File: src/rtl/cdb_arbiter_pkg.sv
// Shared types and constants for the common data bus arbiter.
// No ports; imported by cdb_src_fifo and cdb_arbiter.
package cdb_arbiter_pkg;

    localparam int ROB_IDX_W = 4;
    localparam int WORD_W    = 32;

    typedef logic [ROB_IDX_W-1:0] ROB_IDX_TP;
    typedef logic [WORD_W-1:0]    WORD_TP;

    localparam ROB_IDX_TP ZERO_ROB_IDX = '0;
    localparam WORD_TP    ZERO_WORD    = '0;

    localparam logic TRUE  = 1'b1;
    localparam logic FALSE = 1'b0;

    // Round-robin pointer: which source wins the next contested cycle.
    typedef enum logic {
        RR_ALU = 1'b0,
        RR_LD  = 1'b1
    } rr_e;

endpackage

File: src/rtl/cdb_src_fifo.sv
// Synchronous per-source result FIFO.
// Ports:
//   clk, rst   clock, synchronous active-high reset
//   push       write din at tail (ignored when full unless popping)
//   pop        drop the head entry (ignored when empty)
//   flush      empty the FIFO; overrides push/pop
//   din        entry to write
//   head       current head entry (undefined when count==0)
//   count      number of stored entries, 0..DEPTH
module cdb_src_fifo
    import cdb_arbiter_pkg::*;
#(
    parameter int DEPTH = 4,
    parameter int W     = 36
) (
    input  logic                     clk,
    input  logic                     rst,
    input  logic                     push,
    input  logic                     pop,
    input  logic                     flush,
    input  logic [W-1:0]             din,
    output logic [W-1:0]             head,
    output logic [$clog2(DEPTH):0]   count
);

    localparam int PTR_W = $clog2(DEPTH);
    localparam int CNT_W = PTR_W + 1;

    logic [W-1:0]     mem [DEPTH];
    logic [PTR_W-1:0] rd_ptr;
    logic [PTR_W-1:0] wr_ptr;
    logic             do_pop;
    logic             do_push;

    // A push into a full FIFO is still accepted when the head leaves the same cycle.
    assign do_pop  = pop && (count != '0);
    assign do_push = push && ((count != CNT_W'(DEPTH)) || do_pop);
    assign head    = mem[rd_ptr];

    always_ff @(posedge clk) begin
        if (rst) begin
            rd_ptr <= '0;
            wr_ptr <= '0;
            count  <= '0;
        end else if (flush) begin
            rd_ptr <= '0;
            wr_ptr <= '0;
            count  <= '0;
        end else begin
            if (do_push) wr_ptr <= wr_ptr + PTR_W'(1);
            if (do_pop)  rd_ptr <= rd_ptr + PTR_W'(1);
            case ({do_push, do_pop})
                2'b10:   count <= count + CNT_W'(1);
                2'b01:   count <= count - CNT_W'(1);
                default: count <= count;
            endcase
        end
    end

    always_ff @(posedge clk) begin
        if (!rst && !flush && do_push) mem[wr_ptr] <= din;
    end

endmodule

File: src/rtl/cdb_arbiter.sv
// Merges ALU and load-unit results onto one registered common data bus.
// Ports:
//   clk, rst                   clock, synchronous active-high reset
//   rdy                        global ready; low freezes all state and outputs
//   rb                         rollback: flush both FIFOs, drop in-cycle inputs
//   alu_valid/src/val, alu_full  ALU result in, back-pressure out
//   ld_valid/src/val,  ld_full   load result in, back-pressure out
//   cdb_valid/src/val/is_ld    registered broadcast
//
// rr state | meaning
// RR_ALU   | ALU wins the next contested cycle
// RR_LD    | load unit wins the next contested cycle
module cdb_arbiter
    import cdb_arbiter_pkg::*;
#(
    parameter int DEPTH = 4
) (
    input  logic                 clk,
    input  logic                 rst,
    input  logic                 rdy,
    input  logic                 rb,
    input  logic                 alu_valid,
    input  logic [ROB_IDX_W-1:0] alu_src,
    input  logic [WORD_W-1:0]    alu_val,
    output logic                 alu_full,
    input  logic                 ld_valid,
    input  logic [ROB_IDX_W-1:0] ld_src,
    input  logic [WORD_W-1:0]    ld_val,
    output logic                 ld_full,
    output logic                 cdb_valid,
    output logic [ROB_IDX_W-1:0] cdb_src,
    output logic [WORD_W-1:0]    cdb_val,
    output logic                 cdb_is_ld
);

    localparam int PL_W  = ROB_IDX_W + WORD_W;
    localparam int CNT_W = $clog2(DEPTH) + 1;

    rr_e              rr, rr_nxt;
    logic [PL_W-1:0]  alu_head, ld_head;
    logic [CNT_W-1:0] alu_cnt, ld_cnt;
    logic             alu_empty, ld_empty;
    logic             alu_cv, ld_cv, contested;
    logic             grant_alu, grant_ld;
    logic [PL_W-1:0]  alu_cand, ld_cand, win;
    logic             alu_push, alu_pop, ld_push, ld_pop;
    logic             advance, flush;

    assign advance   = rdy && !rb;
    assign flush     = rdy && rb;
    assign alu_empty = (alu_cnt == '0);
    assign ld_empty  = (ld_cnt == '0);
    assign alu_full  = (alu_cnt >= CNT_W'(DEPTH - 1));
    assign ld_full   = (ld_cnt >= CNT_W'(DEPTH - 1));

    always_comb begin
        alu_cv    = !alu_empty || alu_valid;
        ld_cv     = !ld_empty || ld_valid;
        // Head of queue beats the same-cycle input so per-source order is kept.
        alu_cand  = alu_empty ? {alu_src, alu_val} : alu_head;
        ld_cand   = ld_empty ? {ld_src, ld_val} : ld_head;
        contested = alu_cv && ld_cv;
        grant_alu = alu_cv && (!ld_cv || (rr == RR_ALU));
        grant_ld  = ld_cv && !grant_alu;
        win       = grant_ld ? ld_cand : alu_cand;
        alu_pop   = advance && grant_alu && !alu_empty;
        ld_pop    = advance && grant_ld && !ld_empty;
        // A bypassed input that wins goes straight to the bus, not into the FIFO.
        alu_push  = advance && alu_valid && !(grant_alu && alu_empty);
        ld_push   = advance && ld_valid && !(grant_ld && ld_empty);
    end

    always_comb begin
        rr_nxt = rr;
        if (rdy) begin
            if (rb)             rr_nxt = RR_ALU;
            else if (contested) rr_nxt = (rr == RR_ALU) ? RR_LD : RR_ALU;
        end
    end

    always_ff @(posedge clk) begin
        if (rst) rr <= RR_ALU;
        else     rr <= rr_nxt;
    end

    always_ff @(posedge clk) begin
        if (rst) begin
            cdb_valid <= FALSE;
            cdb_src   <= ZERO_ROB_IDX;
            cdb_val   <= ZERO_WORD;
            cdb_is_ld <= FALSE;
        end else if (rdy) begin
            if (rb) begin
                cdb_valid <= FALSE;
            end else begin
                cdb_valid <= grant_alu || grant_ld;
                if (grant_alu || grant_ld) begin
                    cdb_src   <= win[PL_W-1:WORD_W];
                    cdb_val   <= win[WORD_W-1:0];
                    cdb_is_ld <= grant_ld;
                end
            end
        end
    end

    cdb_src_fifo #(.DEPTH(DEPTH), .W(PL_W)) u_alu_fifo (
        .clk   (clk),
        .rst   (rst),
        .push  (alu_push),
        .pop   (alu_pop),
        .flush (flush),
        .din   ({alu_src, alu_val}),
        .head  (alu_head),
        .count (alu_cnt)
    );

    cdb_src_fifo #(.DEPTH(DEPTH), .W(PL_W)) u_ld_fifo (
        .clk   (clk),
        .rst   (rst),
        .push  (ld_push),
        .pop   (ld_pop),
        .flush (flush),
        .din   ({ld_src, ld_val}),
        .head  (ld_head),
        .count (ld_cnt)
    );

    a_alu_overflow: assert property (@(posedge clk) disable iff (rst)
        (rdy && !rb && alu_valid) |-> (alu_cnt != CNT_W'(DEPTH)));
    a_ld_overflow: assert property (@(posedge clk) disable iff (rst)
        (rdy && !rb && ld_valid) |-> (ld_cnt != CNT_W'(DEPTH)));
    a_alu_zero_tag: assert property (@(posedge clk) disable iff (rst)
        (rdy && alu_valid) |-> (alu_src != ZERO_ROB_IDX));
    a_ld_zero_tag: assert property (@(posedge clk) disable iff (rst)
        (rdy && ld_valid) |-> (ld_src != ZERO_ROB_IDX));

endmodule

File: config.mk
export PLATFORM = sky130hd
export DESIGN_NAME = cdb_arbiter
export DESIGN_NICKNAME = d
export VERILOG_FILES = /design/src/rtl/cdb_arbiter_pkg.sv /design/src/rtl/cdb_src_fifo.sv /design/src/rtl/cdb_arbiter.sv
export SDC_FILE = /design/constraint.sdc
export NUM_CORES = 1
export LEC_CHECK = 0
export BUFFER_PORTS_ARGS = -buffer_cell sky130_fd_sc_hd__buf_4
export CAP_MARGIN = 20
export CORE_ASPECT_RATIO = 1.4
export CORE_MARGIN = 3
export CORE_UTILIZATION = 25
export DETAILED_ROUTE_END_ITERATION = 10
export GPL_TIMING_DRIVEN = 0
export PLACE_DENSITY = 0.47
export SLEW_MARGIN = 20
export SYNTH_ARGS = -nofsm -noshare
export SYNTH_HDL_FRONTEND = slang
export SYNTH_SLANG_ARGS = --single-unit
File: constraint.sdc
create_clock -name clk -period 10.6 [get_ports clk]
set_clock_uncertainty 0.2 [all_clocks]
set_input_delay 2.65 -clock clk [delete_from_list [all_inputs] [get_ports clk]]
set_output_delay 2.65 -clock clk [all_outputs]
set_load 0.03 [all_outputs]
==> flow_metrics.py <==
metrics = {
    "final_layout": {
        "postLayoutCoreUtil": 0.307,
        "nets": 1063,
        "synthToLayoutAreaGrowth_pct": 21.1,
        "seqCellArea_um2": 9790,
        "multi_input_comb_area_um2": 3680,
        "drive_above_1_share": 0.276,
        "n_fill_cell": 5435,
    },
    "detailed_routing": {
        "vias_per_cell": 4.51,
        "wl_per_cell_um": 21.1,
        "wirelength_um": 36300,
        "dr.pass1.iters": 5,
        "drtIter0Drc": 569,
        "ant_nets": 0,
        "route.detailed.drc": 0,
        "num_vias": 7776,
    },
    "pwr": {
        "p_total_mw": 2.72,
        "power.density_nw_per_um2": 163,
        "p_leak_nw": 5.48,
        "ir_drop_mv": 0.0984,
    },
    "placement": {
        "portBuffers": 116,
        "post-dp-hpwl_um": 25300,
        "finalWeightedCongestion": 0.741,
    },
    "setup_path": {
        "worstSetupPathType": "input pin to flop",
        "crit_slowest_cell": "and3_2",
        "crit_chain": "buf_4 > nor2b_1 > clkbuf_1 > nand2_1 > a31oi_1 > and3_2 > buf_16",
        "cpLargestDelayFamily": "simple AND/OR/NAND/NOR gates",
        "cp_data_required_time_ns": 10.68,
        "r2r_start": "u_ld_fifo.count[0]$_SDFFE_PP0P_",
        "crit_start": "rdy",
        "max_stage_delay_ns": 0.73,
        "critPathBufInv": 3,
        "cp_max_fo": 19,
        "crit_arrival_ns": 5.04,
        "endpoint_kind": "flop",
        "start_kind": "input pin",
    },
    "cts": {
        "postCtsSetupRepairBufs": 0,
        "cts_max_level": 1,
        "cts_made_buffers": 31,
        "cts_num_sinks": 345,
        "ctsResizeCount": 0,
        "cts_root_buf": "clkbuf_16",
        "ctsHoldBuffers": 0,
        "cts_buffer_depth": 3,
        "clkTransAtPathRegs_ns": 0.06,
        "clock_latency_ns": 0.57,
        "cts_tree": "yes",
    },
    "synth": {
        "syn-num-nets": 908,
        "synth-main-ff-cell": "edfxtp_1",
        "synthArstFlopShare": 0,
        "synth.top_cell.area_share": 0.628,
        "ys_warn_count": 0,
        "synth_seq_cells": 345,
        "synthTopCellsByCount": "288 x edfxtp_1, 95 x nand2_1, 72 x mux4_2",
        "synth.area.top_cells": "edfxtp_1 63%, mux4_2 12%, dfxtp_1 8.3%, nand2_1 2.6%, or3_1 1.8%",
        "synthDistinctLibCells": 46,
        "syn_inst": 819,
        "synth_top_cell_by_area": "edfxtp_1",
        "syn-mean-instance-area_um2": 16.8,
        "synth_edf_count": 288,
        "synth.cell_area_um2": 13800,
        "yosysSeqAreaShare": 0.710,
        "synth.most_common_cell": "edfxtp_1",
    },
    "floorplanning": {
        "initial_core_util": 0.254,
        "die-area_um2": 58000,
        "chipWidth_um": 204,
        "rows": 101,
        "coreArea_um2": 54300,
        "io_pins": 118,
        "die_y_um": 284,
    },
    "grt": {
        "grt_max_degree": 37,
        "grt_pass1_wl_um": 53300,
        "grt_overflow": 0,
        "grtUsageTotal": 0.122,
        "antenna_found_initial": 5,
        "grt_pass1_vias": 8127,
    },
    "timing": {
        "tns_ns": 0,
        "period_share": 0.468,
        "rsz0062_at_grt": "no",
        "hold_ws_ns": 0.272,
        "period_minus_slack_ns": 4.96,
        "max_freq_ghz": 0.202,
        "worst_pin_slew_ns": 1.13,
        "setup_viol": 0,
        "relSlewSlack": 0.243,
        "hold_violations": 0,
        "slew_viol_final": 0,
    },
    "run": {
        "cap_violations": 0,
    },
    "min_path": {
        "min_path_type": "flop to flop",
        "hp-start": "cdb_val[4]$_SDFFE_PP0P_",
    },
    "status": {
        "outcome": "complete, no violations",
    },
}
[worst paths after layout]
| check | to | slack (ns) | depth (start not counted) |
|---|---|---|---|
| hold / removal | cdb_val[4]$_SDFFE_PP0P_ | 0.27 | 1 |
| setup / recovery | u_alu_fifo.mem[1][10]$_DFFE_PP_ | 5.64 | 7 |
| hold reg to reg | cdb_val[4]$_SDFFE_PP0P_ | 0.27 | 1 |
| setup reg to reg | u_alu_fifo.mem[1][10]$_DFFE_PP_ | 7.35 | 6 |
[cell usage in the layout, fill, tap and decap left out, types with 2 or more instances in the layout]
cell,Yosys,final
a32o_1,19,19
o31ai_1,2,2
a32oi_1,17,17
o21ai_0,36,36
edfxtp_1,288,288
xor2_1,7,7
buf_2,16,16
or3_1,40,40
clkbuf_16,0,33
nand2_1,95,95
clkinv_2,0,7
clkinv_1,0,2
nand4_1,2,2
mux4_2,72,72
nand3_1,22,22
buf_4,1,117
and3_4,0,2
and3_2,0,6
ha_1,9,9
a31oi_1,2,2
inv_1,11,11
clkbuf_8,0,3
buf_12,0,5
a22o_1,17,17
nor2_1,18,18
dfxtp_1,57,57
buf_6,5,5
a22oi_1,2,2
inv_6,0,2
xnor2_1,5,5
a21oi_1,4,4
fa_1,2,2
o21ai_1,3,3
clkbuf_1,37,46
diode_2,0,3
a21o_1,3,3
[routing by layer]
metal / share of wire / global-route usage
met2: 0.52 / 0.218
met1: 0.41 / 0.150
met5: 0.0015 / 0
met4: 0.021 / 0.0367
met3: 0.045 / 0.0218
[stage by stage]
stage / area (um2) / worst slack (ns) / instances
2_1_floorplan: 13800 / 5.32 / 819
3_3_place_gp: 15600 / 3.99 / 1656
3_5_place_dp: 15700 / 4.99 / 1662
4_1_cts: 16700 / 5.60 / 1720
5_1_grt: 16700 / 5.42 / 1722
6_report: 16700 / 5.64 / 1723
[cell type report]
class,instances,share of cell area
Timing Repair Buffer,122,0.0599
Tap cell,721,0.0541
Buffer,59,0.0170
Multi-Input combinational cell,404,0.221
Inverter,11,0.00248
Clock buffer,45,0.0540
Antenna cell,3,0.000450
Sequential cell,345,0.587
Clock inverter,13,0.00458
[state kept, by name, indices dropped and copies added (netlist names), named ones only]
register,flops
u_ld_fifo.rd_ptr,2
cdb_is_ld,1
cdb_val,32
u_ld_fifo.mem,144
cdb_valid,1
u_alu_fifo.rd_ptr,2
u_alu_fifo.wr_ptr,2
rr,1
cdb_src,4
u_alu_fifo.mem,144
u_ld_fifo.wr_ptr,2
u_ld_fifo.count,3
u_alu_fifo.count,3
[power by group]
| group | internal [mW] | switching, mW | leakage (nW) |
|---|---|---|---|
| Combinational | 0.0579 | 0.0928 | 1.95 |
| Sequential | 1.48 | 0.00760 | 3.05 |
| Clock | 0.592 | 0.495 | 0.483 |
[kinds of logic (layout without fill, tap and decap cells)]
logic type,after synthesis,after routing,share of synthesized area
xor+xnor,12,12,0.00763
compound gates,112,112,0.0615
other cells,0,3,0
fa+ha+maj,11,11,0.0111
flops,345,345,0.710
mux,73,73,0.118
simple gates,196,196,0.0674
buf+inv,70,250,0.0235
(Power assumes the default switching activity.)
